[src/rtl/routing_cfg_pkg.sv]
// Shared constants and FSM encoding for the routing configuration loader.
// Imported by the loader top and its shadow register.
package routing_cfg_pkg;

  localparam logic [7:0] CFG_HEADER           = 8'hA5;
  localparam int         SEL_PER_WIRE_DEFAULT = 12;

  typedef enum logic [1:0] {
    ST_IDLE   = 2'd0,
    ST_LOAD   = 2'd1,
    ST_CHECK  = 2'd2,
    ST_COMMIT = 2'd3
  } state_e;

  // Byte-index width; kept at least one bit so single-byte frames still work.
  function automatic int idx_width(input int nbytes);
    return (nbytes > 1) ? $clog2(nbytes) : 1;
  endfunction

endpackage

[src/rtl/routing_cfg_shadow.sv]
// Byte-addressed shadow register holding the frame being loaded, plus the
// running XOR of every payload byte (including bytes beyond SEL_W).
module routing_cfg_shadow
  import routing_cfg_pkg::*;
#(
  parameter int SEL_W  = 36,
  parameter int NBYTES = (SEL_W + 7) / 8,
  parameter int IDX_W  = idx_width(NBYTES)
) (
  input  logic             clk,
  input  logic             rst_n,
  input  logic             clr_i,
  input  logic             wr_i,
  input  logic [IDX_W-1:0] idx_i,
  input  logic [7:0]       byte_i,
  output logic [SEL_W-1:0] shadow_o,
  output logic [7:0]       xor_o
);

  logic [SEL_W-1:0] shadow_q, shadow_d;
  logic [SEL_W-1:0] byte_rep;
  logic [7:0]       xor_q, xor_d;

  // Each shadow bit b takes bit b%8 of the replicated byte when idx_i selects its lane.
  assign byte_rep = SEL_W'({NBYTES{byte_i}});

  always_comb begin
    // NOTE: every next-state variable gets its hold value first, so no path leaves it unassigned and no latch is inferred.
    shadow_d = shadow_q;
    xor_d    = xor_q;
    if (clr_i) begin
      shadow_d = '0;
      xor_d    = '0;
    end else if (wr_i) begin
      xor_d = xor_q ^ byte_i;
      for (int b = 0; b < SEL_W; b++) begin
        if (idx_i == IDX_W'(b / 8)) shadow_d[b] = byte_rep[b];
      end
    end
  end

  // NOTE: sequential state uses non-blocking assignments so every flop samples pre-edge values.
  // NOTE: the shadow is a plain flop bank, so it is reset like any other register; only large RAMs go without reset.
  always_ff @(posedge clk or negedge rst_n) begin
    if (!rst_n) begin
      shadow_q <= '0;
      xor_q    <= '0;
    end else begin
      shadow_q <= shadow_d;
      xor_q    <= xor_d;
    end
  end

  assign shadow_o = shadow_q;
  assign xor_o    = xor_q;

endmodule

[src/rtl/routing_config_loader.sv]
// Loads framed switch configuration (A5, payload, XOR checksum) into a shadow
// register and commits it atomically to the routing block select bus.
module routing_config_loader
  import routing_cfg_pkg::*;
#(
  parameter int WIRE_WIDTH   = 3,
  parameter int SEL_PER_WIRE = SEL_PER_WIRE_DEFAULT
) (
  input  logic                               clk,
  input  logic                               rst_n,
  input  logic [7:0]                         cfg_data,
  input  logic                               cfg_valid,
  output logic                               cfg_ready,
  input  logic                               cfg_abort,
  output logic [WIRE_WIDTH*SEL_PER_WIRE-1:0] select,
  output logic                               busy,
  output logic                               cfg_done,
  output logic                               cfg_err
);

  localparam int SEL_W  = WIRE_WIDTH * SEL_PER_WIRE;
  localparam int NBYTES = (SEL_W + 7) / 8;
  localparam int IDX_W  = idx_width(NBYTES);
  localparam logic [IDX_W-1:0] LAST_IDX = IDX_W'(NBYTES - 1);

  state_e           state_q, state_d;
  logic [IDX_W-1:0] cnt_q;
  logic             match_q;
  logic [SEL_W-1:0] select_q;
  logic             done_q, err_q;
  logic [SEL_W-1:0] shadow;
  logic [7:0]       run_xor;
  logic             sh_wr, sh_clr, chk_take;

  always_ff @(posedge clk or negedge rst_n) begin
    if (!rst_n) state_q <= ST_IDLE;
    else        state_q <= state_d;
  end

  // cfg_ready is high in every state that consumes a byte, so cfg_valid alone marks a transfer there.
  always_comb begin
    state_d = state_q;
    case (state_q)
      ST_IDLE:   if (cfg_valid && cfg_data == CFG_HEADER) state_d = ST_LOAD;
      ST_LOAD: begin
        if (cfg_abort)                          state_d = ST_IDLE;
        else if (cfg_valid && cnt_q == LAST_IDX) state_d = ST_CHECK;
      end
      ST_CHECK: begin
        if (cfg_abort)      state_d = ST_IDLE;
        else if (cfg_valid) state_d = ST_COMMIT;
      end
      ST_COMMIT: state_d = ST_IDLE;
      default:   state_d = ST_IDLE;
    endcase
  end

  always_comb begin
    cfg_ready = (state_q != ST_COMMIT);
    busy      = (state_q != ST_IDLE);
    sh_wr     = (state_q == ST_LOAD)  && cfg_valid && !cfg_abort;
    chk_take  = (state_q == ST_CHECK) && cfg_valid && !cfg_abort;
    sh_clr    = (state_q == ST_COMMIT) ||
                (cfg_abort && (state_q == ST_LOAD || state_q == ST_CHECK));
  end

  always_ff @(posedge clk or negedge rst_n) begin
    if (!rst_n) begin
      cnt_q    <= '0;
      match_q  <= 1'b0;
      select_q <= '0;
      done_q   <= 1'b0;
      err_q    <= 1'b0;
    end else begin
      done_q <= 1'b0;
      err_q  <= 1'b0;
      if (sh_clr)     cnt_q <= '0;
      else if (sh_wr) cnt_q <= cnt_q + 1'b1;
      if (chk_take) match_q <= (cfg_data == run_xor);
      // Leaving COMMIT: publish the shadow only on a checksum match.
      if (state_q == ST_COMMIT) begin
        done_q <= match_q;
        err_q  <= !match_q;
        if (match_q) select_q <= shadow;
      end
    end
  end

  routing_cfg_shadow #(
    .SEL_W  (SEL_W),
    .NBYTES (NBYTES),
    .IDX_W  (IDX_W)
  ) u_shadow (
    .clk      (clk),
    .rst_n    (rst_n),
    .clr_i    (sh_clr),
    .wr_i     (sh_wr),
    .idx_i    (cnt_q),
    .byte_i   (cfg_data),
    .shadow_o (shadow),
    .xor_o    (run_xor)
  );

  assign select   = select_q;
  assign cfg_done = done_q;
  assign cfg_err  = err_q;

endmodule

[config.mk]
export PLATFORM = sky130hd
export DESIGN_NAME = routing_config_loader
export DESIGN_NICKNAME = d
export VERILOG_FILES = /design/src/rtl/routing_cfg_pkg.sv /design/src/rtl/routing_cfg_shadow.sv /design/src/rtl/routing_config_loader.sv
export SDC_FILE = /design/constraint.sdc
export NUM_CORES = 1
export LEC_CHECK = 0
export ABC_AREA = 1
export CORE_MARGIN = 3
export CORE_UTILIZATION = 49
export DETAILED_ROUTE_END_ITERATION = 8
export GPL_ROUTABILITY_DRIVEN = 0
export PLACE_DENSITY = 0.76
export SLEW_MARGIN = 20
export SYNTH_ARGS = -nofsm -noshare
export SYNTH_HDL_FRONTEND = slang
export SYNTH_SLANG_ARGS = --single-unit
[constraint.sdc]
create_clock -name clk -period 1.5 [get_ports clk]
set_input_delay 0.225 -clock clk [delete_from_list [all_inputs] [get_ports clk]]
set_output_delay 0.225 -clock clk [all_outputs]
set_load 0.005 [all_outputs]
==> results of run 1 <==
-- layout by cell type (no fill, tap or decap), drive strengths merged --
cell type and instances:
nand2 212, dfrtp 88, buf 47, clkdlybuf4s50 44, inv 41, o21ai 30
nor2 23, clkbuf 11, ha 10, nand3 9, o22ai 5, xor2 3
clkinvlp 3, dlymetal6s2s 3, a21oi 3, xnor2 1, bufinv 1, clkinv 1
dlygate4sd3 1, dlygate4sd2 1
-- repair_timing --
| action | in CTS | in global routing |
|---|---|---|
| hold endpoints to repair | 29 | 0 |
| cloned | 0 | 1 |
| setup endpoints to repair | 49 | 91 |
| pin swaps | 7 | 27 |
| hold buffers | 1 | 0 |
| buffers inserted | 6 | 10 |
| gates resized for setup | 29 | 39 |
-- layer usage --
layer  track usage  vias to the layer above
met2         0.358                       75
li1              -                     1525
met1         0.263                     1507
met3        0.0370                       20
met5             0                        -
met4        0.0927                        0
-- final timing paths --
kind | from | to | slack (ps) | depth (start not counted)
worst max-delay path | state_q[1]$_DFFE_PN0P_ | u_shadow.shadow_o[3]$_DFFE_PN0P_ | -110 | 9
worst min-delay path | rst_n | u_shadow.shadow_o[28]$_DFFE_PN0P_ | 350 | 2
worst max register to register | state_q[1]$_DFFE_PN0P_ | u_shadow.shadow_o[3]$_DFFE_PN0P_ | -110 | 9
worst min register to register | match_q$_DFFE_PN0P_ | cfg_err$_DFF_PN0_ | 480 | 1
max in group asynchronous | rst_n | cnt_q[0]$_DFFE_PN0P_ | 620 | 3
min in group clk | match_q$_DFFE_PN0P_ | cfg_err$_DFF_PN0_ | 480 | 1
-- flip-flops by register name, summed over array words and instances, names as in the netlist --
signal and cells:
cfg_err 1, u_shadow.shadow_o 36, cnt_q 3, cfg_done 1
u_shadow.xor_o 8, match_q 1, state_q 2, select 36
-- report_power, final --
group          internal [uW]  switching, uW  total [uW]  leakage, uW
logic                   1340           1820        3160      0.00142
registers               2810            243        3050      0.00120
clock network            783            902        1690    0.0000938
total                   4930           2960        7890      0.00272
-- stage by stage --
step                      setup slack (ps)  total power [uW]  hold slack [ps]
final                                 -107              7890              354
after global placement                -113              5400              196
after detailed placement              -148              5520              203
after CTS                            -67.4              7450              362
after floorplan                      -1.53              4620            -70.6
after global routing                  -171              8370              374
-- kinds of logic (layout without fill, tap and decap cells) --
group           count (synthesis)  in the layout
fa+ha+maj                      10             10
flops                          88             88
simple gates                  244            244
buf+inv                        49            153
xor+xnor                        4              4
compound gates                 38             38
-- critical path: stages, from the launching register on --
cell,delay (ps)
dfrtp_2,460
inv_4,80
ha_4,210
a21oi_4,190
inv_4,80
buf_6,130
nor2_4,140
buf_4,150
nand2_1,50
nand2_1,60
-- cell type report --
type,count,area (um2),area share
Clock buffer,9,124,0.0240
Clock inverter,7,77.6,0.0150
Inverter,39,154,0.0298
Multi-Input combinational cell,296,1530,0.296
Sequential cell,88,2200,0.427
Tap cell,99,124,0.0240
Timing Repair Buffer,98,956,0.185
==> results.ini, run 1 <==
[finish]
syn2layout_area_growth_pct=37.7
fin_nets=554
final_core_util=0.705
antenna_cells=0
design_area_mm2=0.00517
fillers=549
drive_gt1_frac=0.210
layout.cells.non_filler=636

[yosys]
synth_compound_area_frac=0.0553
synth_flop_cell=dfrtp_1
syn_inst=433
synth_top_area_share=0.586
yosys-top-cells-area=dfrtp_1 (59%), nand2_1 (21%), o21ai_0 (3.7%), inv_1 (3.7%), ha_1 (3.3%)
synthArstFlopShare=1.00
ys_seq_elements=88
yosys-top-cells-count=nand2_1 (212), dfrtp_1 (88), inv_1 (37), o21ai_0 (28), nor2_1 (12)
netlist_area_mm2=0.00375
synth_top_family_by_area=simple AND/OR/NAND/NOR gates
yosysMostFrequentCell=nand2_1
synth_adder_area_share=0.0333
yosysWarnings=0
synth_fp_nets=455
muxShareOfSynthArea=0
ys_types=22
avgSynthCellArea_um2=8.67
synth_simple_gate_area_frac=0.261
synth_top_area_cell=dfrtp_1
synth-edff-count=0
ys_seq_area_frac=0.586
synth_xor_area_frac=0.00933

[timing]
fin_crit_sh=1.07
setup_ws_ps=-107
max_freq_ghz=0.622
hold_viol=0
slew_headroom=0.696
slew_violations=0
finalSetupViolations=46
skew_ps=8.07
tns_ps=-2600
fin_crit_ps=1610
tightest_slew_ps=457
rsz0062_at_grt=yes

[drt]
met1_length_um=3670
drtIter0Drc=159
topRoutingLayerUsed=met4
met2_length_um=4620
drt-vias-per-instance=4.92
wirelength_um=8860
num_vias=3127
ant_nets=0
drc=0
post_drt_wl_per_cell_um=13.9
dr.pass1.iters=4
wl_met3_um=385

[place]
portBuffers=51
placed_cells=602
place.detailed.hpwl_um=5940
placed_area_mm2=0.00465

[floorplanning]
ios=52
core-area_mm2=0.00733
rows=31
start_util=0.512
die_y_um=93.5
dieArea_mm2=0.00875
die_w_um=93.5

[clock_tree]
cts.path.max_buffers=2
cts_root_buffer=clkbuf_8
clk_pin_slew_worst_paths_ps=90
cts_tree=yes
cts_buffers=9
clock-sinks=88
clock_latency_ps=370
htree_num_levels=3

[run_status]
outcome=complete, but fails checks
failed_checks=negative setup slack

[pwr]
powerDensity_mw_per_mm2=1530
irDropWorstVdd_uv=1210
power_leakage_uw=0.00272

[worst_setup_path]
critPathKind=flip-flop to flip-flop
worst-path-max-fanout=5
startpoint_type=flip-flop
required_ps=1810
arrival_ps=1920
cp-end-kind=flip-flop

[hold_path]
worstHoldPathType=input pin to async pin

[global_route]
antenna_found_initial=0
grt_pass1_vias=3103
grt_pass1_wl_um=14300
grt_max_degree=32
gr-total-overflow=0
grt_use_total=0.210

[run]
drv_cap=0

Note: power is estimated with default switching activity, not from simulation.
==> inputs of run 2 (changes only) <==
Settings changed: ABC_CLOCK_PERIOD_IN_PS set to 2100, CELL_PAD_IN_SITES_DETAIL_PLACEMENT set to 1, CELL_PAD_IN_SITES_GLOBAL_PLACEMENT set to 2, CORE_UTILIZATION 49 to 35, PLACE_DENSITY 0.76 to unset, PLACE_DENSITY_LB_ADDON set to 0.1.
Clock period 1.5 ns to 2.1 ns, I/O delays scaled along.
==> results.ini, run 2 (synthesis gave the netlist of run 1 again) <==
[global_route]
grt_pass1_vias=2974
grt_pass1_wl_um=14600
gr-total-overflow=0
use_met3=0.0294
grt_max_degree=53
grt-busiest-layer=met2
antenna_found_initial=0
grt_use_total=0.159
met2_usage=0.250
grtUsageMet1=0.217

[pwr]
comb_power_share=0.317
p_int_uw=3010
p_switching_uw=1810
power_leakage_uw=0.00245
powerDensity_mw_per_mm2=1030
total_power_uw=4820
irDropWorstVdd_uv=480
sequentialPowerShare=0.449
pwr-share-clk=0.235
p_sw_frac=0.375

[timing]
skew_ps=11.6
finalSetupViolations=0
tightest_slew_ps=484
slew_violations=0
slew_headroom=0.677
tns_ps=0
hold_viol=0
setup_ws_ps=137
max_freq_ghz=0.509
fin_crit_sh=0.935
rsz0062_at_grt=no
fin_crit_ps=1960

[run_status]
outcome=complete, no violations

[finish]
design_area_mm2=0.00469
final_common_cell=nand2_1
drive_gt1_frac=0.0911
fin_nets=522
antenna_cells=0
fillers=1268
syn2layout_area_growth_pct=24.9
layout_common_cells=nand2_1 (212), dfrtp_1 (88), clkdlybuf4s50_1 (50)

[drt]
drc=0
num_vias=2889
ant_nets=0
dr.pass1.iters=4
drt-vias-per-instance=4.51
post_drt_wl_per_cell_um=13.5
wirelength_um=8640
drtIter0Drc=81

[clock_tree]
cts.path.max_buffers=2
htree_num_levels=3
post_cts_buffers=0
clock_latency_ps=360
cts_tree=yes
cts.repair.resized=0
clock-sinks=88
clk_pin_slew_worst_paths_ps=100
cts_buffers=9
cts_root_buffer=clkbuf_8

[floorplanning]
ios=52
rows=37
start_util=0.362
core-area_mm2=0.0104
die_y_um=110
dieArea_mm2=0.0120
die_w_um=110

[hold_path]
worstHoldPathType=input pin to async pin

[place]
placed_area_mm2=0.00449
place_ws_ps=127
portBuffers=51
place.detailed.hpwl_um=6150

[worst_setup_path]
cpPeakStageDelay_ps=500
cp-end-kind=output pin
required_ps=1780
startpoint_type=flip-flop
arrival_ps=1650
path_cells=ha_1, inv_1, clkdlybuf4s50_1
cp_slowest_cell=clkdlybuf4s50_1
critPathKind=flip-flop to output pin
worst-path-max-fanout=4

[run]
drv_cap=0

-- run 2: cell types whose count changed in the layout (fill, tap and decap cells not counted), sizes merged --
| cell | change |
|---|---|
| clkbuf | -1 |
| clkinvlp | -3 |
| bufinv | -1 |
| clkinv | +2 |
| clkdlybuf4s50 | +6 |
| inv | +1 |
| dlymetal6s2s | -3 |
| dlygate4sd2 | -1 |
| buf | -32 |
-- run 2: power by group through the flow --
stage | registers [uW] | clock network (uW) | logic (uW)
floorplan | 2150 | 0 | 1020
global placement | 2190 | 0 | 1510
detailed placement | 2200 | 0 | 1550
CTS | 2160 | 1180 | 1570
global route | 2200 | 1230 | 1770
finish | 2160 | 1130 | 1530
-- run 2: stage by stage --
step | hold WS [ps] | utilization | instances
CTS | 456 | 0.452 | 641
detailed placement | 314 | 0.433 | 624
global route | 485 | 0.452 | 641
floorplan | 19.4 | - | 433
finish | 450 | 0.452 | 641
global placement | 310 | 0.433 | 624
-- run 2: final cells by class --
| class | count | area [um2] | share of cell area |
|---|---|---|---|
| clock buffers | 10 | 138 | 0.0293 |
| clock inverters | 6 | 51.3 | 0.0109 |
| inverters | 39 | 146 | 0.0312 |
| multi-input cells | 296 | 1350 | 0.287 |
| flip-flops and latches | 88 | 2200 | 0.469 |
| well taps | 136 | 170 | 0.0363 |
| repair buffers | 66 | 636 | 0.136 |
-- run 2: critical path: cells and delay by family (launching register included) --
kind	cells	cell delay (ps)
flops	1	430
buf+inv	2	590
fa+ha+maj	1	270
-- run 2: final timing paths --
check | startpoint | to | slack [ps] | depth (start not counted)
min reg2reg | match_q$_DFFE_PN0P_ | cfg_err$_DFF_PN0_ | 470 | 1
min | rst_n | u_shadow.shadow_o[27]$_DFFE_PN0P_ | 450 | 2
max | state_q[0]$_DFFE_PN0P_ | cfg_ready | 140 | 3
max in group asynchronous | rst_n | u_shadow.shadow_o[7]$_DFFE_PN0P_ | 1010 | 3
max reg2reg | state_q[0]$_DFFE_PN0P_ | u_shadow.shadow_o[0]$_DFFE_PN0P_ | 290 | 7
min in group clk | match_q$_DFFE_PN0P_ | cfg_err$_DFF_PN0_ | 470 | 1
-- run 2: what timing repair did --
item / CTS / global route
setup endpoints to repair: 0 / 0
hold buffers: 1 / 0
endpoints found under the hold margin: 36 / 0
-- run 2: per-layer routing --
metal | up-vias | part of all wire | wire, um
met5 | - | 0 | 0
met3 | 13 | 0.031 | 272
met1 | 1380 | 0.49 | 4220
li1 | 1450 | - | -
met4 | 0 | 0.021 | 182
met2 | 46 | 0.46 | 3960
==> inputs of run 3 (changes only) <==
Settings changed: CAP_MARGIN set to 25.
==> results of run 3 <==
The final DEF is identical to that of run 2; final timing and power are the same.
